### src/rtl/fp_add_sequencer.sv
// Host-side initiator for the serial-load FP adder: takes an operand pair, loads A then B,
// waits for the finished pulse and returns the result. Optional WAIT watchdog: FP_ADD_SEQ_TIMEOUT_EN.
module fp_add_sequencer #(
    parameter int TIMEOUT_CYCLES = 255,
    parameter int CNT_W          = 16
) (
    input  logic        clk,
    input  logic        reset,
    input  logic        op_valid,
    output logic        op_ready,
    input  logic [31:0] op_a,
    input  logic [31:0] op_b,
    output logic        res_valid,
    input  logic        res_ready,
    output logic [31:0] res_data,
    output logic        res_error,
    output logic        add_start,
    output logic [31:0] add_data,
    input  logic        add_finished,
    input  logic [31:0] add_result,
    output logic        busy,
    output logic [2:0]  dbg_state
);

    // Both handshakes transfer on a rising edge where valid and ready are high together;
    // valid and ready decode from registered state only, so neither depends on the other side.

    typedef enum logic [2:0] {
        S_IDLE   = 3'd0,
        S_LOAD_A = 3'd1,
        S_LOAD_B = 3'd2,
        S_WAIT   = 3'd3,
        S_RESP   = 3'd4
    } state_t;

    localparam logic [31:0] QNAN = 32'h7FC0_0000;

    state_t      state_q, state_d;
    logic [31:0] a_q, a_d;
    logic [31:0] b_q, b_d;
    logic [31:0] res_data_q, res_data_d;

`ifdef FP_ADD_SEQ_TIMEOUT_EN
    localparam logic [CNT_W-1:0] CNT_LAST = CNT_W'(TIMEOUT_CYCLES - 1);

    logic [CNT_W-1:0] cnt_q, cnt_d;
    logic             res_error_q, res_error_d;
`else
    logic unused_cfg;
    assign unused_cfg = (TIMEOUT_CYCLES > CNT_W);
`endif

    always_ff @(posedge clk or negedge reset) begin
        if (!reset) begin
            state_q     <= S_IDLE;
            a_q         <= '0;
            b_q         <= '0;
            res_data_q  <= '0;
`ifdef FP_ADD_SEQ_TIMEOUT_EN
            cnt_q       <= '0;
            res_error_q <= 1'b0;
`endif
        end else begin
            state_q     <= state_d;
            a_q         <= a_d;
            b_q         <= b_d;
            res_data_q  <= res_data_d;
`ifdef FP_ADD_SEQ_TIMEOUT_EN
            cnt_q       <= cnt_d;
            res_error_q <= res_error_d;
`endif
        end
    end

    always_comb begin
        state_d     = state_q;
        a_d         = a_q;
        b_d         = b_q;
        res_data_d  = res_data_q;
`ifdef FP_ADD_SEQ_TIMEOUT_EN
        cnt_d       = cnt_q;
        res_error_d = res_error_q;
`endif
        case (state_q)
            S_IDLE: begin
                if (op_valid) begin
                    a_d     = op_a;
                    b_d     = op_b;
                    state_d = S_LOAD_A;
                end
            end
            S_LOAD_A: state_d = S_LOAD_B;
            S_LOAD_B: begin
`ifdef FP_ADD_SEQ_TIMEOUT_EN
                cnt_d = '0;
`endif
                state_d = S_WAIT;
            end
            S_WAIT: begin
`ifdef FP_ADD_SEQ_TIMEOUT_EN
                cnt_d = cnt_q + CNT_W'(1);
                // A finish on the timeout cycle still returns the real result.
                if (add_finished) begin
                    res_data_d  = add_result;
                    res_error_d = 1'b0;
                    state_d     = S_RESP;
                end else if (cnt_q == CNT_LAST) begin
                    res_data_d  = QNAN;
                    res_error_d = 1'b1;
                    state_d     = S_RESP;
                end
`else
                if (add_finished) begin
                    res_data_d = add_result;
                    state_d    = S_RESP;
                end
`endif
            end
            S_RESP: begin
                if (res_ready) state_d = S_IDLE;
            end
            default: state_d = S_IDLE;
        endcase
    end

    always_comb begin
        op_ready  = (state_q == S_IDLE);
        busy      = (state_q != S_IDLE);
        add_start = (state_q == S_LOAD_A);
        res_valid = (state_q == S_RESP);
        res_data  = res_data_q;
        dbg_state = state_q;
        add_data  = '0;
        if (state_q == S_LOAD_A) add_data = a_q;
        if (state_q == S_LOAD_B) add_data = b_q;
`ifdef FP_ADD_SEQ_TIMEOUT_EN
        res_error = res_error_q;
`else
        res_error = 1'b0;
`endif
    end

endmodule

### config.mk
export PLATFORM = sky130hd
export DESIGN_NAME = fp_add_sequencer
export DESIGN_NICKNAME = d
export VERILOG_FILES = /design/src/rtl/fp_add_sequencer.sv
export SDC_FILE = /design/constraint.sdc
export NUM_CORES = 1
export LEC_CHECK = 0
export CAP_MARGIN = 20
export CORE_MARGIN = 2
export CORE_UTILIZATION = 30
export CTS_CLUSTER_DIAMETER = 30
export DETAILED_ROUTE_END_ITERATION = 10
export DONT_BUFFER_PORTS = 1
export SLEW_MARGIN = 20
export SYNTH_ARGS = -nofsm -noshare
export SYNTH_HDL_FRONTEND = slang
export SYNTH_SLANG_ARGS = --single-unit
### constraint.sdc
create_clock -name clk -period 1.8 [get_ports clk]
set_input_delay 0.18 -clock clk [delete_from_list [all_inputs] [get_ports clk]]
set_output_delay 0.18 -clock clk [all_outputs]
set_load 0.05 [all_outputs]
* After elaboration in Yosys (flattened, before gate mapping)
Cells that the tools add are included.
Word-level totals: input bits 101, register bits after elaboration 99, word-level logic and storage cells 22
Operators by class: eq/ne operators 7, reduce and logical (&&, ||, !) cells 5, multiplexer cells 6
Operators with widths (count):
- $mux 32 | 2
- $pmux 3 s5 | 1
- $mux 3 | 3
- $eq 3x2->1 const B | 2
- $ne 2x2->1 const B | 2
- $reduce_and 2->1 | 2
- $eq 3x1->1 const B | 1
- $eq 3x3->1 const B | 1
- $logic_not 3->1 | 1
- $reduce_and 3->1 | 1
- $reduce_bool 3->1 | 1
- $ne 2x1->1 const B | 1

* Longest topological paths before layout
Gate-level depths: netlist of the first run.
depth in word-level cells 3, mapped depth 5

* Worst setup path after synthesis of the first run
OpenSTA, ideal clock, no wires.
kind reg-to-output, from register state_q[0] (netlist: dbg_state[0]), to output port add_start, path slack -0.732 ns, buffers on the path 2, cell stages (with the launch flop) 4, data required time 1.620 ns, arrival time 2.352 ns, cells stage by stage dfrtp_1 buf_4 clkbuf_1 nor3b_1
Between the ends: word-level cells in the longest chain between the ends 1
Ends and longest elaborated chain:
- start, declared | line 38 | state_t state_q, state_d;
- start signal, assigned | line 64 | state_q <= state_d;
- $eq 3x1->1 | line 129 | add_start = (state_q == S_LOAD_A);
- end, declared | line 17 | output logic add_start,
No other way between the ends.

* Final worst setup path of the first run
from register state_q[1] (netlist: dbg_state[1]), to output port op_ready
Between the ends: word-level cells in the longest chain between the ends 1
Ends and longest elaborated chain:
- $logic_not 3->1 | line 127 | op_ready = (state_q == S_IDLE);
- end, declared | line 10 | output logic op_ready,
No other way between the ends.

==> results.toml, run 1 <==
[logic_synthesis]
yosys-top-cells-count = "dfrtp_1 (99), nand3b_1 (64), mux2_4 (60)"
yosysWarnings = 0
synth_cell_type_count = 23
yosysMostFrequentCell = "dfrtp_1"
synth_edf_count = 0
synthCells = 336
synth.area.top_cells = "dfrtp_1 (52%), mux2_4 (19%), nand3b_1 (10%)"
syn_nets = 437
synthesis.area_um2 = 4790
async_flop_share_pct = 100
synth_top_area_share_pct = 51.8
ys_ff_latch = 99
synth-main-ff-cell = "dfrtp_1"
synth.yosys.seq_area_share_pct = 51.8
yosys.area.top_type = "dfrtp_1"
syn_area_per_cell_um2 = 14.2

[placement]
routabilityCongestion = 0.736
port_buffers = 0
dp_hpwl_mm = 7.53
place_area_um2 = 5860

[worst_setup_path]
worst_ep_required_time_ns = 1.62
setup.worst_path.start = "dbg_state[1]"
cp_max_fo = 19
critPathLaunchType = "flop"
cp.arrival_ns = 1.66
regToRegStartpoint = "dbg_state[1]"
ff2ff_path_depth = 5
critPathCaptureType = "output port"
crit_type = "reg -> out"

[global_routing]
grt_overflow_total = 0
grt_pass1_vias = 3700
grt_pass1_wl_mm = 20.5
grt_start_max_net_pins = 100
grt.total_usage_pct = 16.2
antenna_found_initial = 0

[die]
die_x_um = 130
dieArea_um2 = 17000
die_h_um = 130
start_util_pct = 30.5
io_pins = 173
num_rows = 46
core_area_um2 = 15700

[clock_tree]
numCtsBuffers = 9
cts.sinks = 99
ctsHoldBuffers = 99
path_clk_slew_ns = 0.08
cts_tree = "yes"
cts_buffer_depth = 2
clkLatencyLatePin_ns = 0.35
clock-root-buffer = "clkbuf_16"
htree_levels = 3

[timing]
period_share_pct = 102
rsz0062_at_grt = "yes"
hold_slack_ns = -0.483
worst_pin_slew_ns = 0.521
clock.fmax_mhz = 543
setup-violations-final = 4
slew_violations = 0
fin_ws_ns = -0.0422
finalHoldViolCount = 99
min_period_ns = 1.84
skew_ns = 0.00804
slew_headroom_pct = 65.2

[finish]
fin_area_um2 = 7540
diodes = 0
fillers = 1345
drive_above_1_share_pct = 43.8
syn_to_final_growth_pct = 57.4
finalNetCount = 573

[power_and_ir_drop]
power_density_nw_per_um2 = 2230
p_leak_nw = 3.04
irDropWorstVdd_uv = 996

[run]
drv_cap = 0

[detailed_routing]
routed_wl_mm = 13.6
via_per_inst = 4.70
wl_met2_mm = 7.04
highest_layer = "met4"
drc_errors = 0
first_iter_violations = 85
detail_route.wl_per_cell_um = 19.6
vias = 3257
drt-met1-wl_mm = 5.54
drt.antenna.violating_nets = 0
first_pass_iters = 2
wl_met3_um = 825

[run_status]
status = "finished with violations"
violations = "hold timing, setup timing"

[worst_hold_path]
hp-class = "in -> async"
sequential cells by signal (all words and copies together), names as in the netlist:
register / flops
a_q: 32
res_data: 32
dbg_state: 3
b_q: 32
stage by stage:
step	utilization (%)	worst slack (ns)	total power, mW	TNS [ns]	instances
CTS	47.7	-0.0566	16.9	-2.02	690
global placement	37.3	0.103	13.6	0	567
global route	48.0	-0.0941	17.6	-1.99	693
floorplan	-	-0.127	10.9	-1.42	336
detailed placement	37.3	0.0595	13.7	0	567
finish	48.0	-0.0422	16.8	-0.0857	693
worst max-delay path, stage by stage (launching register included):
cell and delay [ns]:
dfrtp_2 0.51, buf_12 0.20, or3_4 0.39, clkinvlp_4 0.21
cell usage in the layout, fill, tap and decap left out, drive strengths merged:
| cell | netlist | routed |
|---|---|---|
| nand4b | 1 | 1 |
| o41ai | 1 | 1 |
| inv | 2 | 7 |
| conb | 1 | 1 |
| buf | 14 | 54 |
| nand2b | 1 | 1 |
| a21oi | 33 | 33 |
| a31oi | 1 | 1 |
| o21bai | 1 | 1 |
| bufbuf | 0 | 1 |
| nor3 | 1 | 1 |
| dfrtp | 99 | 99 |
| or3 | 1 | 1 |
| mux2 | 96 | 96 |
| a21bo | 1 | 1 |
| nor4b | 1 | 1 |
| nand3b | 64 | 64 |
| nor3b | 1 | 1 |
| clkinvlp | 0 | 1 |
| clkbuf | 17 | 12 |
| dlygate4sd3 | 0 | 99 |
layer usage:
layer  global-route usage [%]  up-vias
li1                         -     1468
met5                        0        -
met1                     18.9     1664
met2                     28.8      115
met3                     5.54       10
met4                     3.42        0
final cells by class:
class                   count  area [um^2]  share of cell area (%)
well taps                 216          270                    3.59
clock buffers              10          239                    3.17
inverters                   2         11.3                   0.149
flip-flops and latches     99         2480                    33.0
repair buffers            156         2070                    27.5
clock inverters             6         62.6                   0.830
multi-input cells         204         2400                    31.8
cell families (layout without fill, tap and decap cells):
| group | Yosys count | count (layout) | synth area share [%] |
|---|---|---|---|
| buffers and inverters | 33 | 174 | 5.20 |
| AOI/OAI and AO/OA | 37 | 37 | 4.13 |
| and+or+nand+nor | 70 | 70 | 11.6 |
| DFF | 99 | 99 | 51.8 |
| muxes | 96 | 96 | 27.3 |
| other | 1 | 1 | 0.0783 |
power breakdown:
group,internal (mW),switching (mW)
Clock,1.03,0.965
Combinational,4.93,4.39
Sequential,3.36,2.12
Total,9.31,7.48
what timing repair did:
| item | 4_1_cts | 5_1_grt |
|---|---|---|
| endpoints found under the setup margin | 35 | 129 |
| gates cloned | 5 | 2 |
| resized for setup | 28 | 4 |
| buffers inserted | 3 | 2 |
| pin swaps | 3 | 6 |
| hold endpoints to repair | 198 | 99 |
final timing paths:
kind,end,slack [ns]
worst min register to register,a_q[20],0.51
min in group clk,dbg_state[2],0.23
worst min-delay path,res_data[12],-0.48
worst max-delay path,op_ready,-0.04
worst max register to register,b_q[9],0.06
max in group asynchronous,b_q[24],2.15
Note: power is estimated with default switching activity, not from simulation.
==> run 2: changes to the inputs <==
==> constraint.sdc (replaced) <==
create_clock -name clk -period 1.6 [get_ports clk]
set_input_delay 0.16 -clock clk [delete_from_list [all_inputs] [get_ports clk]]
set_output_delay 0.16 -clock clk [all_outputs]
set_load 0.05 [all_outputs]
==> run 2 against run 1 <==
Against the previous run: the run still ends with hold timing, setup timing left; sequential power rose by 5.3%; clock skew fell by 0.0013 ns; worst hold slack got worse by 0.021 ns; wire length rose by 0.54%; core utilization rose by 2.3 points; sequential share of layout area fell by 1.5 points; critical path type unchanged.
==> results.toml, run 2 (synthesized netlist as in run 1, its figures left out) <==
[power_and_ir_drop]
p_leak_nw = 3.20
p_clk_share_pct = 11.4
swShare_pct = 43.6
p_switching_mw = 8.58
seqPwrFrac_pct = 29.3
irDropWorstVdd_uv = 1600
power_density_nw_per_um2 = 2490
internal_power_mw = 11.1
power_frac_comb_pct = 59.3

[finish]
multi_input_area_um2 = 2470
fillers = 1289
fin_area_um2 = 7900
final_cell_mix = "dlygate4sd3_1 (99), dfrtp_1 (96), mux2_4 (66)"
syn_to_final_growth_pct = 65.0
finalNetCount = 595
drive_above_1_share_pct = 46.9
diodes = 0
final_common_cell = "dlygate4sd3_1"
seq_area_um2 = 2480

[detailed_routing]
routed_wl_mm = 13.7
detail_route.wl_per_cell_um = 19.1
first_pass_iters = 4
via_per_inst = 4.75
first_iter_violations = 90
vias = 3397
drc_errors = 0
drt.antenna.violating_nets = 0

[global_routing]
grt_start_max_net_pins = 100
grt.total_usage_pct = 16.5
antenna_found_initial = 0
grt_pass1_wl_mm = 21.1
grt_pass1_vias = 3840
grt_overflow_total = 0

[clock_tree]
cts.sinks = 99
cts_buffer_depth = 2
ctsHoldBuffers = 99
clock-root-buffer = "clkbuf_16"
clkLatencyLatePin_ns = 0.35
numCtsBuffers = 9
path_clk_slew_ns = 0.07
htree_levels = 3
cts_tree = "yes"

[worst_setup_path]
critPathBufInv = 3
crit_slowest_cell = "dfrtp_2"
crit_type = "reg -> out"
cpPeakStageDelay_ns = 0.47
path_cells = "buf_12 > buf_16 > nand3b_1 > a21oi_4 > buf_12"
cp_top_family = "flip-flops"
worst_ep_required_time_ns = 1.44
critPathCaptureType = "output port"
cp_max_fo = 5
cp.arrival_ns = 1.65
critPathMostFrequentCell = "buf_12"
critPathLaunchType = "flop"

[timing]
hold_slack_ns = -0.504
fin_ws_ns = -0.211
finalSetupTns_ns = -14.09
slew_violations = 0
period_share_pct = 113
rsz0062_at_grt = "yes"
clock.fmax_mhz = 552
skew_ns = 0.00676
finalHoldViolCount = 99
setup-violations-final = 100
min_period_ns = 1.81
worst_pin_slew_ns = 0.585
slew_headroom_pct = 61.0

[placement]
routabilityCongestion = 0.753
dp_hpwl_mm = 7.96
port_buffers = 0
place_area_um2 = 6210
dp_slack_ns = -0.0765

[die]
core_area_um2 = 15700
io_pins = 173
num_rows = 46
die_x_um = 130
dieArea_um2 = 17000
die_h_um = 130
start_util_pct = 30.5

[worst_hold_path]
hp-class = "in -> async"

[run_status]
status = "finished with violations"
violations = "hold timing, setup timing"

[run]
drv_cap = 0
[run 2: cell count changes in the layout (fill, tap and decap cells not counted), moves of 2 or more]
cell / before / now
buf_8: 0 / 3
mux2_4: 64 / 66
clkbuf_16: 11 / 13
buf_12: 38 / 48
clkinvlp_4: 1 / 3
buf_16: 5 / 3
buf_4: 6 / 16
a21oi_2: 8 / 0
mux2_1: 2 / 0
a21oi_4: 24 / 32
inv_8: 4 / 0
clkinv_2: 0 / 2
[run 2: layout make-up]
| cell class | instances | share of cell area, % |
|---|---|---|
| Clock inverter | 6 | 0.808 |
| Tap cell | 216 | 3.42 |
| Clock buffer | 10 | 3.03 |
| Multi-Input combinational cell | 204 | 31.3 |
| Inverter | 2 | 0.206 |
| Sequential cell | 99 | 31.4 |
| Timing Repair Buffer | 178 | 29.8 |
[run 2: final timing paths]
path,cells after the start,end,slack (ns),from
max,5,add_data[3],-0.21,dbg_state[1]
min,0,res_data[8],-0.50,reset
max reg2reg,6,a_q[12],-0.21,dbg_state[0]
min reg2reg,1,b_q[16],0.51,b_q[16]
max in group asynchronous,0,b_q[12],1.99,reset
min in group clk,2,dbg_state[0],0.02,add_finished
[run 2: worst reg2reg max path, cell delays in order (launching register included)]
cell and delay [ns]:
dfrtp_2 0.48, buf_6 0.15, nor4b_4 0.28, buf_4 0.18
buf_8 0.14, clkbuf_16 0.16, mux2_4 0.29
[run 2: per-layer routing]
metal	vias up	share of wire, %	track usage, %
met2	138	49	27.2
met5	-	0	0
met1	1722	42	20.1
li1	1519	-	-
met3	18	6.9	5.21
met4	0	2.1	6.39
[run 2: timing repair]
item	4_1_cts	5_1_grt
endpoints found under the hold margin	198	99
pin swaps	21	4
resized for setup	20	13
gates cloned	4	4
setup endpoints to repair	100	100
buffers inserted	8	1
[run 2: through the flow]
| step | total power, mW | hold WS (ns) | instances | util [%] |
|---|---|---|---|---|
| 6_report | 19.7 | -0.504 | 715 | 50.3 |
| 5_1_grt | 20.6 | -0.528 | 715 | 50.3 |
| 4_1_cts | 19.4 | -0.519 | 710 | 49.2 |
| 3_5_place_dp | 16.2 | -0.133 | 584 | 39.5 |
| 3_3_place_gp | 16.0 | -0.133 | 584 | 39.5 |
| 2_1_floorplan | 12.7 | -0.136 | 336 | - |
[run 2: power by group through the flow]
stage / Clock (mW) / Sequential, mW / Combinational [mW]
after floorplan: 0 / 5.97 / 6.69
after global placement: 0 / 5.71 / 10.3
after detailed placement: 0 / 5.74 / 10.5
after CTS: 2.32 / 5.75 / 11.4
after global routing: 2.43 / 5.95 / 12.2
final: 2.24 / 5.77 / 11.7
==> run 3: changes to the inputs <==
--- a/config.mk
+++ b/config.mk
@@ -7,10 +7,11 @@
 export LEC_CHECK = 0
 export CAP_MARGIN = 20
 export CORE_MARGIN = 2
-export CORE_UTILIZATION = 30
+export CORE_UTILIZATION = 57
 export CTS_CLUSTER_DIAMETER = 30
 export DETAILED_ROUTE_END_ITERATION = 10
 export DONT_BUFFER_PORTS = 1
+export PLACE_DENSITY = 0.75
 export SLEW_MARGIN = 20
 export SYNTH_ARGS = -nofsm -noshare
 export SYNTH_HDL_FRONTEND = slang
==> run 3 against run 2 <==
Against the previous run: synthesized cell count is the same; synthesized area is the same; the run now fails in global routing (5_1_grt).
==> results.toml, run 3 <==
[run_status]
status = "did not finish"
failing_step = "global routing (5_1_grt)"
toolErrorMsg = "[ERROR GRT-0232] Routing congestion too high. Check the congestion heatmap in the GUI."

[logic_synthesis]
yosysWarnings = 0
yosys.area.top_type = "dfrtp_1"
syn_nets = 437
synth_top_area_share_pct = 51.8
synthesis.area_um2 = 4790
syn_area_per_cell_um2 = 14.2
ys_ff_latch = 99
synth-main-ff-cell = "dfrtp_1"
synth.yosys.seq_area_share_pct = 51.8
synth.area.top_cells = "dfrtp_1 (52%), mux2_4 (19%), nand3b_1 (10%)"
synth_edf_count = 0
synth_cell_type_count = 23
yosys-top-cells-count = "dfrtp_1 (99), nand3b_1 (64), mux2_4 (60)"
async_flop_share_pct = 100
yosysMostFrequentCell = "dfrtp_1"
synthCells = 336

[clock_tree]
numCtsBuffers = 9
htree_levels = 3
cts.sinks = 99
cts_buffer_depth = 2
clock-root-buffer = "clkbuf_8"

[die]
num_rows = 33
io_pins = 173
die_x_um = 95.6
die_h_um = 95.6
start_util_pct = 58.6

[placement]
port_buffers = 0
dp_hpwl_mm = 7.30
place_inst = 465
routabilityCongestion = 0.691

[timing]
endpoint_type = "primary output"
crit_endpoint = "add_data[27]"

[global_routing]
grt_overflow_total = 44
antenna_found_initial = 1
grt_start_max_net_pins = 100
grt.total_usage_pct = 76.1
-- run 3: cell counts after synthesis --
No cell type changed its count.
-- run 3: cell families after synthesis --
| kind of cell | synth area share, % |
|---|---|
| flops | 51.8 |
| mux | 27.3 |
| simple gates | 11.6 |
| compound gates | 4.13 |
| buf+inv | 5.20 |
| other cells | 0.0783 |
-- run 3: metal layers --
metal	global-route usage (%)	GRT overflow
met5	14.9	0
met4	75.8	20
met3	61.7	0
met2	90.9	24
met1	77.8	0
-- run 3: stage by stage --
step	cell area (um^2)	util (%)	setup slack, ns
after detailed placement	6030	73.7	-0.0143
after global placement	6030	73.7	0.0231
after CTS	7500	91.8	-0.216
after floorplan	5200	-	-0.0758
-- run 3: repair_timing --
item,CTS
gates cloned,4
resized for setup,23
pin swaps,5
buffers inserted,10
endpoints found under the setup margin,73
endpoints found under the hold margin,198
hold buffers,99
==> run 4: changes to the inputs <==
--- a/config.mk
+++ b/config.mk
@@ -7,11 +7,10 @@
 export LEC_CHECK = 0
 export CAP_MARGIN = 20
 export CORE_MARGIN = 2
-export CORE_UTILIZATION = 57
-export CTS_CLUSTER_DIAMETER = 30
+export CORE_UTILIZATION = 40
 export DETAILED_ROUTE_END_ITERATION = 10
 export DONT_BUFFER_PORTS = 1
-export PLACE_DENSITY = 0.75
+export PLACE_DENSITY_LB_ADDON = 0.15
 export SLEW_MARGIN = 20
 export SYNTH_ARGS = -nofsm -noshare
 export SYNTH_HDL_FRONTEND = slang
==> constraint.sdc (replaced) <==
create_clock -name clk -period 2.1 [get_ports clk]
set_input_delay 0.21 -clock clk [delete_from_list [all_inputs] [get_ports clk]]
set_output_delay 0.21 -clock clk [all_outputs]
set_load 0.05 [all_outputs]
==> run 4 against run 3 <==
Against the previous run: the flow now finishes, with violations (hold timing).
==> results.toml, run 4 (synthesized netlist as in run 1, its figures left out) <==
[die]
start_util_pct = 41.4
core_area_um2 = 11600
io_pins = 173
dieArea_um2 = 12900
num_rows = 39
die_h_um = 113
die_x_um = 113

[finish]
drive_above_1_share_pct = 41.9
fin_cells = 608
syn_to_final_growth_pct = 36.5
final_common_cell = "dlygate4sd3_1"
final_cell_mix = "dlygate4sd3_1 (98), dfrtp_1 (96), nand3b_1 (64)"
utilization_pct = 56.5
diodes = 0
finalNetCount = 561

[worst_setup_path]
r2r_setup_slack_ns = 0.23
crit_slowest_cell = "dfrtp_2"
cp_max_fo = 24
cp.arrival_ns = 1.74
ff2ff_path_depth = 3
crit_type = "reg -> out"
regToRegStartpoint = "dbg_state[0]"
critPathCaptureType = "output port"
critPathMostFrequentCell = "buf_4"
critPathBufInv = 3
r2r-end = "res_data[26]"
cpPeakStageDelay_ns = 0.44
cp_top_family = "buffers and inverters"
worst_ep_required_time_ns = 1.89
critPathLaunchType = "flop"
path_cells = "buf_4 > or3_1 > inv_1 > buf_4"

[clock_tree]
path_clk_slew_ns = 0.07
htree_levels = 3
numCtsBuffers = 9
ctsHoldBuffers = 92
cts_tree = "yes"
clock-root-buffer = "clkbuf_16"
cts.sinks = 99
clkLatencyLatePin_ns = 0.35
cts_buffer_depth = 2
cts-resized-gates = 0
postCtsSetupBuffers = 0

[run]
drv_cap = 0

[placement]
place_inst = 494
port_buffers = 0
dp_hpwl_mm = 6.63
routabilityCongestion = 0.701
dp_slack_ns = 0.186

[timing]
skew_ns = 0.00944
worst_pin_slew_ns = 0.603
finalSetupTns_ns = 0
hold_slack_ns = -0.454
min_period_ns = 1.95
finalHoldViolCount = 99
period_share_pct = 92.6
rsz0062_at_grt = "no"
slew_violations = 0
slew_headroom_pct = 59.8
clock.fmax_mhz = 514
fin_ws_ns = 0.154
setup-violations-final = 0

[power_and_ir_drop]
power_frac_comb_pct = 48.3
p_clk_share_pct = 13.3
power_density_nw_per_um2 = 1850
irDropWorstVdd_uv = 1150
p_switching_mw = 5.65
internal_power_mw = 6.41
seqPwrFrac_pct = 38.4
p_leak_nw = 2.76
swShare_pct = 46.8

[detailed_routing]
first_iter_violations = 214
first_pass_iters = 4
vias = 3070
drc_errors = 0
drt.antenna.violating_nets = 0
routed_wl_mm = 11.1
detail_route.wl_per_cell_um = 18.2
via_per_inst = 5.05

[global_routing]
grt_overflow_total = 0
grt_util_met1_pct = 22.5
use_met3_pct = 6.32
grt_pass1_vias = 3357
antenna_found_initial = 0
grt_start_max_net_pins = 100
grt_pass1_wl_mm = 17.9
grt.total_usage_pct = 17.9
busiest_layer = "met2"
grtUsageMet2_pct = 29.5

[run_status]
violations = "hold timing"
status = "finished with violations"

[worst_hold_path]
hp-class = "in -> async"
-- run 4: worst max path at each step --
| stage | from | endpoint | slack, ns | cells past startpoint |
|---|---|---|---|---|
| after floorplan | dbg_state[2] | op_ready | 0.02 | 3 |
| after global placement | dbg_state[1] | res_data[30] | 0.24 | 3 |
| after detailed placement | dbg_state[0] | res_data[26] | 0.19 | 3 |
| after CTS | dbg_state[2] | op_ready | 0.12 | 4 |
| after global routing | dbg_state[1] | res_data[26] | 0.05 | 3 |
| final | dbg_state[2] | op_ready | 0.15 | 4 |
-- run 4: power groups by stage --
stage / Clock, mW / Combinational, mW / Sequential, mW
2_1_floorplan: 0 / 4.59 / 4.54
3_3_place_gp: 0 / 5.62 / 4.64
3_5_place_dp: 0 / 5.70 / 4.66
4_1_cts: 1.66 / 5.87 / 4.63
5_1_grt: 1.75 / 6.19 / 4.77
6_report: 1.60 / 5.83 / 4.63
-- run 4: metal layers --
| layer | wire, um | share of wire (%) | vias to the layer above |
|---|---|---|---|
| met4 | 114 | 1.0 | 0 |
| met2 | 5560 | 50 | 89 |
| met1 | 4730 | 43 | 1533 |
| met3 | 642 | 5.8 | 7 |
| li1 | - | - | 1441 |
| met5 | 0 | 0 | - |
-- run 4: per-stage QoR --
stage                     instance area [um^2]  power, mW
after detailed placement                  5270       10.4
after floorplan                           4920       9.13
after CTS                                 6470       12.2
after global placement                    5270       10.3
after global routing                      6540       12.7
final                                     6540       12.1
-- run 4: cell type report --
class,count,area [um^2]
sequential,99,2480
multi-input combinational,204,2190
tap,143,179
timing repair buffer,144,1390
inverter,2,7.51
fill,945,5030
clock inverter,5,45.0
clock buffer,11,243
-- run 4: worst register-to-register path, delay by kind of cell, from the launching register on --
kind | cells | cell delay [ns]
buffers and inverters | 1 | 0.29
and+or+nand+nor | 1 | 0.52
muxes | 1 | 0.52
DFF | 1 | 0.42
